$ cat config.mk
export PLATFORM = sky130hd
export DESIGN_NAME = normalizer_32
export DESIGN_NICKNAME = d
export VERILOG_FILES = /design/src/rtl/normalizer_32.sv
export SDC_FILE = /design/constraint.sdc
export NUM_CORES = 1
export LEC_CHECK = 0
export BUFFER_PORTS_ARGS = -buffer_cell sky130_fd_sc_hd__buf_2
export CAP_MARGIN = 40
export CORE_MARGIN = 4
export CORE_UTILIZATION = 48
export DETAILED_ROUTE_END_ITERATION = 8
export PLACE_DENSITY = 0.81
export SETUP_SLACK_MARGIN = 0.05
export SLEW_MARGIN = 15
export SYNTH_ARGS = -nofsm -noshare
export SYNTH_HDL_FRONTEND = slang
export SYNTH_SLANG_ARGS = --single-unit
$ cat constraint.sdc
create_clock -name i_clk -period 2.9 [get_ports i_clk]
set_input_delay 0.58 -clock i_clk [delete_from_list [all_inputs] [get_ports i_clk]]
set_output_delay 0.58 -clock i_clk [all_outputs]
set_load 0.03 [all_outputs]
$ cat src/rtl/normalizer_32.sv
// Sequential leading-zero normalizer: binary search, one stage per clock.
// Optional NORMALIZER_SIGNED_EN counts redundant sign bits instead of zeros.
module normalizer_32 #(
  parameter int DATA_WIDTH  = 32,
  parameter int SHIFT_WIDTH = 5
) (
  input  logic                   i_clk,
  input  logic                   i_rst,
  input  logic [DATA_WIDTH-1:0]  i_data,
  input  logic                   i_valid,
  output logic                   o_ready,
  output logic [DATA_WIDTH-1:0]  o_data,
  output logic [SHIFT_WIDTH-1:0] o_shift,
  output logic                   o_zero,
  output logic                   o_valid,
  input  logic                   i_ready
);

  typedef enum logic [1:0] {
    IDLE,
    SCAN,
    HOLD
  } state_t;

  localparam logic [DATA_WIDTH-1:0] ONES = '1;

  state_t                 state;
  logic [DATA_WIDTH-1:0]  work;
  logic [SHIFT_WIDTH-1:0] count;
  logic [SHIFT_WIDTH-1:0] k;

  logic [SHIFT_WIDTH:0]   stride;
  logic [DATA_WIDTH-1:0]  top_mask;
  logic                   hit;
  logic [DATA_WIDTH-1:0]  work_nxt;
  logic [SHIFT_WIDTH-1:0] count_nxt;

  always_comb begin
    stride = (SHIFT_WIDTH+1)'(1) << k;
`ifdef NORMALIZER_SIGNED_EN
    // window is one bit wider: the sign bit must survive the shift
    top_mask = ~(ONES >> (stride + (SHIFT_WIDTH+1)'(1)));
    hit = ((work & top_mask) == '0) ||
          ((work & top_mask) == top_mask);
`else
    top_mask = ~(ONES >> stride);
    hit = ((work & top_mask) == '0);
`endif
    work_nxt  = work;
    count_nxt = count;
    if (hit) begin
      work_nxt  = work << stride;
      count_nxt = count | (SHIFT_WIDTH'(1) << k);
    end
  end

  always_ff @(posedge i_clk or posedge i_rst) begin
    if (i_rst) begin
      state   <= IDLE;
      work    <= '0;
      count   <= '0;
      k       <= '0;
      o_ready <= 1'b0;
      o_valid <= 1'b0;
      o_data  <= '0;
      o_shift <= '0;
      o_zero  <= 1'b0;
    end else begin
      unique case (state)
        IDLE: begin
          if (i_valid && o_ready) begin
            work    <= i_data;
            count   <= '0;
            k       <= SHIFT_WIDTH'(SHIFT_WIDTH-1);
            o_ready <= 1'b0;
            state   <= SCAN;
          end else begin
            o_ready <= 1'b1;
          end
        end
        SCAN: begin
          work  <= work_nxt;
          count <= count_nxt;
          if (k == '0) begin
            o_data  <= work_nxt;
            o_shift <= count_nxt;
            o_zero  <= (work_nxt == '0);
            o_valid <= 1'b1;
            state   <= HOLD;
          end else begin
            k <= k - SHIFT_WIDTH'(1);
          end
        end
        HOLD: begin
          if (i_ready) begin
            o_valid <= 1'b0;
            o_ready <= 1'b1;
            state   <= IDLE;
          end
        end
        default: state <= IDLE;
      endcase
    end
  end

endmodule

Word-level counts from Yosys, hierarchy flattened

Cells that the tools add are included.

RAM bits: 0
Bits in latches: 0
Memories kept: 0
Bits in read-only memories: 0
Register bits after elaboration: 84
Output and inout bits: 40
Logic and storage cells: 56

Reductions and logical operators: 14
Muxes and demuxes: 19
Eq/ne operators: 6
Shift-type cells: 4
Divide/modulo/power cells: 0
Bitwise logic cells: 3
Magnitude comparators: 0
Multipliers: 0
Add/sub/neg operators: 1

Operators by type and width:

| cell                  | number |
|---|---|
| $logic_not 32->1      | 2 |
| $mux 32               | 2 |
| $pmux 32 s2           | 1 |
| $and 32x32->32        | 1 |
| $not 32->32           | 1 |
| $shl 32x6->32         | 1 |
| $shr 32x6->32 const A | 1 |
| $mux 5                | 4 |
| $pmux 5 s2            | 2 |
| $reduce_and 3->1      | 3 |
| $ne 2x2->1 const B    | 4 |
| $mux 2                | 3 |
| $pmux 2 s3            | 1 |
| $reduce_and 2->1      | 3 |
| $reduce_bool 2->1     | 3 |
| $shl 1x5->6 const A   | 1 |
| $logic_not 5->1       | 1 |
| $or 5x5->5            | 1 |
| $shl 1x5->5 const A   | 1 |
| $sub 5x1->5 const B   | 1 |
| $mux 1                | 4 |
| $pmux 1 s2            | 2 |
| $eq 2x1->1 const B    | 1 |
| $eq 2x2->1 const B    | 1 |
| other kinds (2)       | 2 |

Logic depth before layout (Yosys ltp)

Depth after elaboration: 7
Depth in mapped cells: 12

Worst setup path after synthesis

Ideal clock, no wire load.

Path kind: register -> register
Start: register work[21]
End: register o_zero
Slack: -0.148 ns
Data arrival time: 2.952 ns
Library setup time: 0.095 ns
Stages on the path, launching flop included: 12
Required time: 2.805 ns
Clock period less this slack: 3.048 ns
Path buffers: 3
Cell sequence: dfrtp_1 > buf_6 > nor4_4 > a21oi_2 > or4_4 > nor3_2 > buf_6 > buf_6 > mux2i_1 > nand4_1 > or4_1 > o31ai_1

Cells in the longest elaborated chain, start to end: 4
Elaborated cells on any way between the ends: 5

RTL lines:

| what                                                                  | RTL line | source |
|---|---|---|
| from (decl)                                                           | 28       | `logic [DATA_WIDTH-1:0] work;` |
| from (signal assigned)                                                | 72       | `work <= i_data;` |
| from (signal assigned)                                                | 82       | `work <= work_nxt;` |
| parallel branches: the longest is 2 deep, another holds $shl 32x6->32 | -        |  |
| $mux 32 (*)                                                           | 51       | `if (hit) begin` |
| $logic_not 32->1 (*)                                                  | 87       | `o_zero <= (work_nxt == '0);` |
| to (signal assigned)                                                  | 87       |  |
| to (decl)                                                             | 14       | `output logic o_zero,` |

Every way passes the cells marked *.
A chain may end at the register's enable or synchronous reset.

Worst setup path after layout

Start: register k[1]
End: register o_zero

Cells in the longest elaborated chain, start to end: 7
Elaborated cells on any way between the ends: 10

RTL lines:

| what                   | RTL line | source |
|---|---|---|
| from (decl)            | 30       | `logic [SHIFT_WIDTH-1:0] k;` |
| from (signal assigned) | 74       | `k <= SHIFT_WIDTH'(SHIFT_WIDTH-1);` |
| from (signal assigned) | 91       | `k <= k - SHIFT_WIDTH'(1);` |
| $shl 1x5->6            | 39       | `stride = (SHIFT_WIDTH+1)'(1) << k;` |
| $shr 32x6->32          | 46       | `top_mask = ~(ONES >> stride);` |
| $not 32->32            | 46       |  |
| $and 32x32->32         | 47       | `hit = ((work & top_mask) == '0);` |
| $logic_not 32->1       | 47       |  |
| $mux 32                | 51       |  |
| $logic_not 32->1       | 87       |  |

Parallel ways exist; a longest one is shown, timed or not.

==> flow_summary.toml <==
[grt]
grt_pass1_wl_um = 36800
grt_max_degree = 72
antenna_found_initial = 0
overflow = 0
grt_use_total_pct = 37.0
grt_pass1_vias = 6240

[route]
wl_met2_um = 11100
vias = 6521
top_layer_used = "met4"
drt-pass1-iter-count = 6
route.detailed.wl_per_inst_um = 24.9
drtAntennaViolNets = 0
drtIter0Drc = 1054
drc = 0
wirelength_um = 24700
met3_length_um = 2350
met1Wirelength_um = 9870
vias_per_cell = 6.59

[clock_network]
clk_latency_ps = 360
cts_buffer_depth = 2
cts_root_buf = "clkbuf_16"
tritoncts = "yes"
clk_pin_slew_ps = 70
clkSinkCount = 84
htreeDepth = 3
cts_made_buffers = 9

[placement]
gp_congestion = 1.03
port_buffers = 75
place_area_sq_mm = 0.00689
dp_hpwl_um = 18100

[synthesis]
syn_inst = 661
synth-xor-area-share_pct = 0.472
seq_area_frac_synth_pct = 37.8
synth_seq_cells = 84
synthAdderAreaFrac_pct = 0.450
syn_area_per_cell_sq_um = 8.41
syn-num-nets = 699
synth_compound_area_share_pct = 29.4
synth-async-reset-ratio_pct = 100
yosysWarnings = 0
synth_top_area_share_pct = 37.8
synth_top_family_by_area = "compound AO/OA/AOI/OAI gates"
synth.distinct_cells = 76
synth_top_cells_by_count = "88 x o21ai_0, 85 x nand2_1, 84 x dfrtp_1"
syn-cell-area_sq_mm = 0.00556
synth_edf_count = 0
synth_top_area_cell = "dfrtp_1"
synth_top_flop_cell = "dfrtp_1"
synthSimpleGateAreaFrac_pct = 18.7
synthMuxAreaShare_pct = 6.52
yosysMostFrequentCell = "o21ai_0"
synth_area_leaders = "dfrtp_1 38%, o21ai_0 7.9%, nand2_1 5.7%, mux2i_1 4.5%, a21oi_1 3.9%"

[worst_setup_path]
reg2regPathDepth = 9
cp.required_ps = 3170
crit_type = "register to register"
cp.arrival_ps = 3320
r2r_setup_slack_ps = -150
reg2reg_from = "k[1]"
cp_max_fo = 5
r2r-end = "o_zero"
critPathLaunch = "k[1]"
critPathCaptureType = "register"
endpoint = "o_zero"
startpoint_type = "register"

[final_layout]
area_delta_synth_final_pct = 36.5
layout-drive-gt1-share_pct = 35.3
fin_area_sq_mm = 0.00759
layout.nets = 879
fill_cells = 928
diodes = 0

[timing]
rsz0062_at_grt = "yes"
period_minus_slack_ps = 3050
min_period_over_period_pct = 105
setup_ws_ps = -147
final-setup-viol-count = 3
max_slew_margin_pct = 54.6
fin_tns_setup_ps = -226
final-max-slew-violation-count = 0
skew_ps = 9.39
worst_slew_pin_slew_ps = 681
hold_viol_final = 0
maxClockFrequency_mhz = 328

[run]
maxCapViolCount = 0

[floorplanning]
dieArea_sq_mm = 0.0134
die_width_um = 116
start_util_pct = 48.9
core_area_sq_mm = 0.0114
fp-row-count = 39
io_pins = 76
die_h_um = 116

[status]
status = "finished, violations left"
violations = "negative setup slack"

[min_path]
worstHoldPathType = "input pin to asynchronous set/reset pin"
-- routing by layer --
layer / GRT usage, % / vias to the layer above
met5: 0 / -
met4: 19.7 / 0
met3: 6.84 / 92
met2: 56.6 / 429
met1: 50.1 / 3183
li1: - / 2817
-- what timing repair did --
item,4_1_cts,5_1_grt
hold buffers,0,0
endpoints found under the hold margin,0,0
gates resized for setup,20,27
gates cloned,1,0
endpoints found under the setup margin,14,24
setup buffers,15,8
pin swaps,7,12
-- cell type report --
type                    count  area (sq um)  share of cell area, %
multi-input cells         494          3260                   42.9
flip-flops and latches     84          2110                   27.7
clock buffers               9           225                   2.97
inverters                  18          68.8                  0.906
clock inverters             7           105                   1.38
well taps                 143           179                   2.36
repair buffers            234          1650                   21.7
-- cells by family after synthesis --
group / after synthesis
multiplexers: 34
AND/OR/NAND/NOR: 207
flip-flops: 84
AO/OA/AOI/OAI: 248
XOR/XNOR: 3
buffers and inverters: 83
adder cells (fa/ha/maj): 2
-- sequential cells by signal (all words and copies together), names as in the netlist --
name / cells
o_valid: 1
state: 2
work: 32
o_ready: 1
count: 5
o_zero: 1
k: 5
o_data: 32
o_shift: 5
-- per-stage QoR --
step	util [%]	hold WS, ps	cells	setup WS [ps]
after global placement	60.6	454	949	-133
after CTS	65.3	310	981	-177
after floorplan	-	463	661	-77.7
after detailed placement	60.6	465	949	-290
after global routing	66.8	338	989	-241
final	66.8	294	989	-147
-- worst max-delay path, cell delays in order, from the launching register on --
cell,delay [ps]
dfrtp_2,430
o21a_1,190
o21a_1,200
or4_4,560
nor3_4,240
buf_6,210
mux2i_2,250
nand4_1,140
or4_4,560
o31ai_2,180
-- worst min-delay path by stage --
stage | depth (start not counted) | endpoint | startpoint
5_1_grt | 2 | o_data[11] | i_rst
6_report | 2 | o_data[11] | i_rst
2_1_floorplan | 2 | count[0] | count[0]
4_1_cts | 2 | o_data[5] | i_rst
3_5_place_dp | 2 | o_data[22] | o_data[22]
3_3_place_gp | 2 | o_data[0] | o_data[0]
-- placed cells by master (no fill, tap or decap), types with 4 or more instances in the layout --
cell and instances:
a211oi_1 9, a21oi_1 41, a21oi_2 4, a221oi_1 4
a222oi_1 9, a22o_1 5, a22oi_1 25, buf_2 75
buf_4 145, buf_6 10, clkbuf_16 9, dfrtp_1 81
inv_1 17, mux2_2 7, mux2i_1 19, nand2_1 84
nand2b_1 10, nand3_1 5, nand4_1 6, nor2_1 42
nor2b_1 8, nor3_1 12, nor4_1 4, o21a_1 5
o21ai_0 85, o21ai_1 4, o22ai_1 6, o2bb2ai_1 5
Power is not shown: default switching activity piles up to over one toggle a cycle in this logic, so the estimate is an artifact.
